File: src/rtl/mem_ctrl_pkg.sv
// Shared definitions for the data-memory access controller.
//   state_e           : controller FSM states (IDLE / BUSY / DONE)
//   DefTimeoutCycles  : default BUSY cycles without MemAck before an abort
//   DefErrData        : default ReadDataM value after a timed-out read
package mem_ctrl_pkg;

  typedef enum logic [1:0] {
    IDLE = 2'd0,
    BUSY = 2'd1,
    DONE = 2'd2
  } state_e;

  localparam int unsigned DefTimeoutCycles = 15;
  localparam logic [31:0] DefErrData       = 32'hDEADBEEF;

endpackage

File: src/rtl/mem_access_controller_if.sv
// Bus bundle between the MEM pipeline stage, the access controller and data memory.
//   Pipeline side : MemReadM, MemWriteM, ALUResultM, WriteDataM (in), StallM, FlushW,
//                   ReadDataM, MemErr (out)
//   Memory side   : MemReq, MemWe, MemAddr, MemWData (out), MemAck, MemRData (in)
// modport master : the controller; modport slave : pipeline + memory environment.
interface mem_access_controller_if;

  logic        MemReadM;
  logic        MemWriteM;
  logic [31:0] ALUResultM;
  logic [31:0] WriteDataM;
  logic        StallM;
  logic        FlushW;
  logic [31:0] ReadDataM;
  logic        MemErr;

  logic        MemReq;
  logic        MemWe;
  logic [31:0] MemAddr;
  logic [31:0] MemWData;
  logic        MemAck;
  logic [31:0] MemRData;

  modport master (
    input  MemReadM, MemWriteM, ALUResultM, WriteDataM, MemAck, MemRData,
    output StallM, FlushW, ReadDataM, MemErr, MemReq, MemWe, MemAddr, MemWData
  );

  modport slave (
    output MemReadM, MemWriteM, ALUResultM, WriteDataM, MemAck, MemRData,
    input  StallM, FlushW, ReadDataM, MemErr, MemReq, MemWe, MemAddr, MemWData
  );

endinterface

File: src/rtl/mem_timeout_counter.sv
// 8-bit BUSY-cycle counter used to abort memory accesses that are never acknowledged.
//   clk_i, rst_ni : clock, asynchronous active-low reset
//   clear_i       : restart the count (entry to BUSY)
//   enable_i      : one more BUSY cycle without MemAck
//   expired_o     : this enabled cycle is the Timeout-th one; the access must abort now
module mem_timeout_counter #(
  parameter int unsigned Timeout = 15
) (
  input  logic clk_i,
  input  logic rst_ni,
  input  logic clear_i,
  input  logic enable_i,
  output logic expired_o
);

  logic [7:0] cnt_q, cnt_d;

  always_comb begin
    cnt_d = cnt_q;
    if (clear_i) begin
      cnt_d = 8'd0;
    end else if (enable_i) begin
      cnt_d = cnt_q + 8'd1;
    end
  end

  always_ff @(posedge clk_i or negedge rst_ni) begin
    if (!rst_ni) begin
      cnt_q <= 8'd0;
    end else begin
      cnt_q <= cnt_d;
    end
  end

  // Fires in the cycle whose increment would make the count reach Timeout.
  assign expired_o = enable_i & (cnt_q == 8'(Timeout - 1));

endmodule

File: src/rtl/mem_access_controller.sv
// MEM-stage data-memory access controller. Stalls the pipeline while a load/store is
// outstanding, bubbles MEM/WB meanwhile, and registers load data for write-back.
//   Clk, Rst : clock, asynchronous active-low reset
//   bus_io   : mem_access_controller_if.master (pipeline and memory handshake)
// Optional feature: define MEM_TIMEOUT_EN to abort accesses after TIMEOUT_CYCLES BUSY
// cycles without MemAck (sticky MemErr, ERR_DATA returned for reads). Without it, BUSY
// waits forever and MemErr is tied to 0.
module mem_access_controller
  import mem_ctrl_pkg::*;
#(
  parameter int unsigned TIMEOUT_CYCLES = DefTimeoutCycles,
  parameter logic [31:0] ERR_DATA       = DefErrData
) (
  input logic                     Clk,
  input logic                     Rst,
  mem_access_controller_if.master bus_io
);

  state_e      state_q, state_d;
  logic [31:0] rdata_q, rdata_d;
  logic        access, is_read, mem_req, ack, timeout;

  assign access  = bus_io.MemReadM | bus_io.MemWriteM;
  // Read+write together is treated as a store.
  assign is_read = bus_io.MemReadM & ~bus_io.MemWriteM;
  // Gated by Rst so the request drops the instant reset asserts, even with Access held.
  assign mem_req = Rst & (((state_q == IDLE) & access) | (state_q == BUSY));
  assign ack     = mem_req & bus_io.MemAck;

`ifdef MEM_TIMEOUT_EN
  logic busy_entry, busy_wait, err_q, err_d;

  assign busy_entry = (state_q == IDLE) & access & ~bus_io.MemAck;
  assign busy_wait  = (state_q == BUSY) & ~bus_io.MemAck;

  mem_timeout_counter #(
    .Timeout(TIMEOUT_CYCLES)
  ) u_timeout (
    .clk_i    (Clk),
    .rst_ni   (Rst),
    .clear_i  (busy_entry),
    .enable_i (busy_wait),
    .expired_o(timeout)
  );

  assign err_d = err_q | timeout;

  always_ff @(posedge Clk or negedge Rst) begin
    if (!Rst) begin
      err_q <= 1'b0;
    end else begin
      err_q <= err_d;
    end
  end

  assign bus_io.MemErr = err_q;
`else
  assign timeout       = 1'b0;
  assign bus_io.MemErr = 1'b0;
`endif

  always_comb begin
    state_d = state_q;
    rdata_d = rdata_q;
    unique case (state_q)
      IDLE:    if (access) state_d = bus_io.MemAck ? DONE : BUSY;
      BUSY:    if (bus_io.MemAck || timeout) state_d = DONE;
      DONE:    state_d = IDLE;
      default: state_d = IDLE;
    endcase
    // timeout is only ever raised in BUSY without MemAck, so an ack always wins.
    if (ack && is_read) begin
      rdata_d = bus_io.MemRData;
    end else if (timeout && is_read) begin
      rdata_d = ERR_DATA;
    end
  end

  always_ff @(posedge Clk or negedge Rst) begin
    if (!Rst) begin
      state_q <= IDLE;
      rdata_q <= 32'd0;
    end else begin
      state_q <= state_d;
      rdata_q <= rdata_d;
    end
  end

  assign bus_io.MemReq    = mem_req;
  assign bus_io.MemWe     = bus_io.MemWriteM;
  assign bus_io.MemAddr   = bus_io.ALUResultM;
  assign bus_io.MemWData  = bus_io.WriteDataM;
  assign bus_io.StallM    = mem_req;
  assign bus_io.FlushW    = mem_req;
  assign bus_io.ReadDataM = rdata_q;

endmodule
File: src/flat_wrapper.sv
// flat-port wrapper written by rule: the top's interface ports become plain ports
module mem_access_controller_flat import mem_ctrl_pkg::*;
#(
  parameter int unsigned TIMEOUT_CYCLES = DefTimeoutCycles,
  parameter logic [31:0] ERR_DATA       = DefErrData
)
  (Clk, Rst, bus_io_MemReadM, bus_io_MemWriteM, bus_io_ALUResultM, bus_io_WriteDataM, bus_io_MemAck, bus_io_MemRData, bus_io_StallM, bus_io_FlushW, bus_io_ReadDataM, bus_io_MemErr, bus_io_MemReq, bus_io_MemWe, bus_io_MemAddr, bus_io_MemWData);
  mem_access_controller_if bus_io_i ();
  input logic Clk;
  input logic Rst;
  input wire logic [$bits(bus_io_i.MemReadM)-1:0] bus_io_MemReadM;
  input wire logic [$bits(bus_io_i.MemWriteM)-1:0] bus_io_MemWriteM;
  input wire logic [$bits(bus_io_i.ALUResultM)-1:0] bus_io_ALUResultM;
  input wire logic [$bits(bus_io_i.WriteDataM)-1:0] bus_io_WriteDataM;
  input wire logic [$bits(bus_io_i.MemAck)-1:0] bus_io_MemAck;
  input wire logic [$bits(bus_io_i.MemRData)-1:0] bus_io_MemRData;
  output wire logic [$bits(bus_io_i.StallM)-1:0] bus_io_StallM;
  output wire logic [$bits(bus_io_i.FlushW)-1:0] bus_io_FlushW;
  output wire logic [$bits(bus_io_i.ReadDataM)-1:0] bus_io_ReadDataM;
  output wire logic [$bits(bus_io_i.MemErr)-1:0] bus_io_MemErr;
  output wire logic [$bits(bus_io_i.MemReq)-1:0] bus_io_MemReq;
  output wire logic [$bits(bus_io_i.MemWe)-1:0] bus_io_MemWe;
  output wire logic [$bits(bus_io_i.MemAddr)-1:0] bus_io_MemAddr;
  output wire logic [$bits(bus_io_i.MemWData)-1:0] bus_io_MemWData;
  assign bus_io_i.MemReadM = bus_io_MemReadM;
  assign bus_io_i.MemWriteM = bus_io_MemWriteM;
  assign bus_io_i.ALUResultM = bus_io_ALUResultM;
  assign bus_io_i.WriteDataM = bus_io_WriteDataM;
  assign bus_io_i.MemAck = bus_io_MemAck;
  assign bus_io_i.MemRData = bus_io_MemRData;
  assign bus_io_StallM = bus_io_i.StallM;
  assign bus_io_FlushW = bus_io_i.FlushW;
  assign bus_io_ReadDataM = bus_io_i.ReadDataM;
  assign bus_io_MemErr = bus_io_i.MemErr;
  assign bus_io_MemReq = bus_io_i.MemReq;
  assign bus_io_MemWe = bus_io_i.MemWe;
  assign bus_io_MemAddr = bus_io_i.MemAddr;
  assign bus_io_MemWData = bus_io_i.MemWData;
  mem_access_controller #(.TIMEOUT_CYCLES(TIMEOUT_CYCLES), .ERR_DATA(ERR_DATA)) u_core (.Clk(Clk), .Rst(Rst), .bus_io(bus_io_i));
endmodule
File: config.mk
export PLATFORM = sky130hd
export DESIGN_NAME = mem_access_controller_flat
export DESIGN_NICKNAME = d
export VERILOG_FILES = /design/src/rtl/mem_ctrl_pkg.sv /design/src/rtl/mem_access_controller_if.sv /design/src/rtl/mem_timeout_counter.sv /design/src/rtl/mem_access_controller.sv /design/src/flat_wrapper.sv
export SDC_FILE = /design/constraint.sdc
export NUM_CORES = 1
export LEC_CHECK = 0
export BUFFER_PORTS_ARGS = -buffer_cell sky130_fd_sc_hd__buf_2
export CORE_AREA = 4 4 77 79
export CTS_BUF_LIST = sky130_fd_sc_hd__clkbuf_16
export CTS_CLUSTER_DIAMETER = 30
export DETAILED_ROUTE_END_ITERATION = 10
export DIE_AREA = 0 0 81 83
export GPL_TIMING_DRIVEN = 0
export PLACE_DENSITY = 0.86
export SLEW_MARGIN = 25
export SYNTH_ARGS = -nofsm -noshare
export SYNTH_HDL_FRONTEND = slang
export SYNTH_HIERARCHICAL = 1
export SYNTH_SLANG_ARGS = --single-unit
File: constraint.sdc
create_clock -name Clk -period 2.8 [get_ports Clk]
set_input_delay 0.28 -clock Clk [delete_from_list [all_inputs] [get_ports Clk]]
set_output_delay 0.28 -clock Clk [all_outputs]
set_load 0.01 [all_outputs]
Word level (Yosys, flattened, before mapping). Cells that the tools add are included.

Output and inout bits: 101. Input port bits: 101. Logic and storage cells: 19. Flip-flop bits (word level): 34.

Mux-type cells: 4. Reductions and logical operators: 3. Bitwise logic cells: 7. Eq/ne operators: 3.

Operator list (count): $mux W2 (3); $and A1 B1 Y1 (4); $pmux W2 S2 (1); $eq A2 B1 Y1 const B (1); $logic_not A2 Y1 (1); $ne A2 B1 Y1 const B (1); $ne A2 B2 Y1 const B (1); $or A1 B1 Y1 (2); $reduce_and A2 Y1 (1); $logic_and A1 B1 Y1 (1); $not A1 Y1 (1).

Logic depth before layout (Yosys ltp).
Depth after elaboration: 6. Depth in mapped cells: 4. Depth with buffers taken out: 3.

Worst setup path before layout. No wires, ideal clock.

Path type: reg-to-reg. Start point: reg u_core.state_q[1]. End point: reg u_core.rdata_q[0], in the netlist u_core/bus_io.ReadDataM[0]. Arrival time: 1.213 ns. Required time: 2.675 ns. Cell stages (with the launch flop): 5. Period minus slack after synthesis: 1.338 ns. Setup slack: 1.462 ns. Buffers on the path: 1. Setup time: 0.125 ns. Cells stage by stage: dfrtp_1 and4bb_4 nand2_4 buf_12 mux2_4.

Longest elaborated chain between the ends: 6. Elaborated cells between the ends (all ways): 7. Classes of those cells: eq/ne: 1; bitwise: 4; reduce/logical: 2.

Ends and longest elaborated chain: from (decl) (line mem_access_controller.sv:19) `state_e state_q, state_d;`; from (signal assigned) (line mem_access_controller.sv:84) `state_q <= state_d;`; $logic_not A2 Y1 (line mem_access_controller.sv:27) `assign mem_req = Rst & (((state_q == IDLE) & access) | (state_q == BUSY));`; $and A1 B1 Y1 (line mem_access_controller.sv:27); $or A1 B1 Y1 * (line mem_access_controller.sv:27); $and A1 B1 Y1 * (line mem_access_controller.sv:27); $and A1 B1 Y1 * (line mem_access_controller.sv:28) `assign ack = mem_req & bus_io.MemAck;`; $logic_and A1 B1 Y1 * (line mem_access_controller.sv:72) `if (ack && is_read) begin`; to (signal assigned) (line mem_access_controller.sv:85) `rdata_q <= rdata_d;`; to (decl) (line mem_access_controller.sv:20) `logic [31:0] rdata_q, rdata_d;`.

Mark *: on every way between the ends. The rest lies on a longest branch, timed or not. A chain may end at the register's enable or synchronous reset.

Final worst setup path.
Start point: in Rst. End point: out bus_io_MemReq.

Longest elaborated chain between the ends: 1.

Ends and longest elaborated chain: from (decl) (line flat_wrapper.sv:10) `input logic Rst;`; $and A1 B1 Y1 (line mem_access_controller.sv:27); to (decl) (line flat_wrapper.sv:21) `output wire logic [$bits(bus_io_i.MemReq)-1:0] bus_io_MemReq;`.

Every way passes these cells.

==> flow_summary.ini <==
[floorplan]
num_rows = 27
start_util_pct = 36.5
die_h_um = 83
ioPinCount = 202
die_w_um = 81
coreArea_mm2 = 0.00534
die_area_mm2 = 0.00672

[route]
drt_first_iter_violations = 39
drt_wl_total_um = 4580
first_pass_iters = 3
viasPerCell = 4.11
ant_nets = 0
drc = 0
routedWlPerCell_um = 12.7
vias = 1481

[setup_path]
r2r_cells = 4
path_delay_family = buffers and inverters
critPathArrivalTime_ns = 1.58
path_class = in2out
slowest_stage = buf_2
critPathBufInv = 3
critPathMaxStageDelay_ns = 0.59
worstPathRequired_ns = 2.52
crit_chain = buf_2 > nor3b_1 > buf_4 > buf_2
reg2reg_slack_ns = 1.38
r2r_start = u_core/state_q[1]
r2r_end = u_core/bus_io.ReadDataM[26]
critPathMostFrequentCell = buf_2
crit_fanout = 36
worstSetupStartpointType = input pin
cp-end-kind = output pin

[timing]
finalSetupTns_ns = 0
rsz0062_at_grt = no
relSlewSlack_pct = 48.5
setup_violations = 0
post-route-min-period_ns = 1.86
worst_slew_pin_slew_ns = 0.773
maxSlewViolCount = 0
fin_ws_ns = 0.941
max_freq_mhz = 538
finalCritPeriodShare_pct = 66.4
clock_skew_ns = 0.00342
hold_viol_final = 0

[placement]
place_congestion = 0.693
port_buffers = 136
pre_cts_ws_ns = 0.802
dp_hpwl_um = 3810

[clock_tree]
cts_tree = yes
clk_pin_slew_ns = 0.06
post_cts_buffers = 0
cts_htree_levels = 2
clkLatencyLatePin_ns = 0.27
ctsHoldBuffers = 0
numCtsBuffers = 5
cts.sinks = 34
cts-root-buf = clkbuf_16
clockBufferDepth = 2
cts_resized = 0

[logic_synthesis]
synth_compound_area_share_pct = 0
netlist_area_mm2 = 0.00195
syn-num-nets = 245
synthMuxAreaShare_pct = 24.2
ys_types = 10
ys_seq_elements = 34
syn_area_per_cell_um2 = 13.5
ys_warn_count = 6
yosys.area_share.simple_pct = 2.69
synth_top_family_by_area = buffers and inverters
yosysSeqAreaShare_pct = 43.6
synthCells = 144
synthAdderAreaFrac_pct = 0
synth_xor_area_share_pct = 0

[hold_path]
worstHoldPathType = in2async

[grt]
grt_pass1_wl_um = 6980
grt_overflow = 0
grt_pass1_vias = 1563
groute.usage.overall_pct = 13.1
antenna_found_initial = 0
grt_max_degree = 37

[final_layout]
diodes = 0
syn_to_final_growth_pct = 48.2
drive_gt1_share_pct = 86.5
layout_common_cells = buf_2, buf_4, dfrtp_1, mux2_4, clkbuf_16
fin_nets = 388
final_common_cell = buf_2

[power]
p_leak_nw = 1.71
power_mw = 1.86
power.density_mw_per_mm2 = 644
ir_drop_mv = 0.261

[flow_run]
drv_cap = 0

[outcome]
status = finished clean
==> worst max path at each step <==
stage                 startpoint                     endpoint  slack (ns)  cells after the start
2_1_floorplan  u_core/state_q[1]   u_core/bus_io.ReadDataM[0]        1.46                      4
3_3_place_gp                 Rst  u_core/bus_io.ReadDataM[16]        0.83                      5
3_5_place_dp                 Rst  u_core/bus_io.ReadDataM[15]        0.80                      5
4_1_cts                      Rst                bus_io_MemReq        0.85                      4
5_1_grt                      Rst                bus_io_MemReq        0.69                      4
6_report                     Rst                bus_io_MemReq        0.94                      4
==> layer usage <==
metal,wire (um),share of wire (%),vias to the layer above,global-route usage [%]
met3,582,13,5,4.66
met2,2430,53,111,24.0
met5,0,0,-,0
met4,59,1.3,0,4.15
li1,-,-,689,-
met1,1510,33,676,13.6
==> per-stage QoR <==
| step | std cells | utilization, % | hold WS (ns) | cell area [um^2] |
|---|---|---|---|---|
| 2_1_floorplan | 144 | - | -0.0156 | 1950 |
| 3_3_place_gp | 352 | 51.0 | 0.394 | 2720 |
| 3_5_place_dp | 352 | 51.0 | 0.404 | 2720 |
| 4_1_cts | 360 | 54.2 | 0.111 | 2890 |
| 5_1_grt | 360 | 54.2 | 0.158 | 2890 |
| 6_report | 360 | 54.2 | 0.0805 | 2890 |
==> registers in the layout, indices dropped and copies added (netlist names) <==
register,flops
u_core/state_q,2
u_core/bus_io.ReadDataM,32
==> cell type report <==
| class | count | area [um^2] |
|---|---|---|
| Fill cell | 474 | 2450 |
| Sequential cell | 34 | 851 |
| Timing Repair Buffer | 136 | 681 |
| Buffer | 71 | 571 |
| Multi-Input combinational cell | 39 | 529 |
| Clock buffer | 5 | 125 |
| Tap cell | 72 | 90.1 |
| Clock inverter | 3 | 45.0 |
==> cells in the mapped netlist <==
cell type,count,area share (%)
and4bb_4,1,0.83
buf_12,3,3.1
buf_4,68,26
conb_1,1,0.19
dfrtp_1,34,44
mux2_2,2,1.2
mux2_4,30,23
nand2_4,1,0.58
nor3_1,2,0.51
nor3b_1,2,0.77
==> power by group <==
| group | switching [mW] | internal [mW] |
|---|---|---|
| combinational | 0.220 | 0.347 |
| clock | 0.201 | 0.419 |
| sequential | 0.0622 | 0.613 |
==> cells by family (layout without fill, tap and decap cells) <==
group,Yosys count,count (layout)
buffers and inverters,71,215
flip-flops,34,34
multiplexers,32,32
AND/OR/NAND/NOR,6,6
other,1,1
Power figures use the tool's default switching activity.
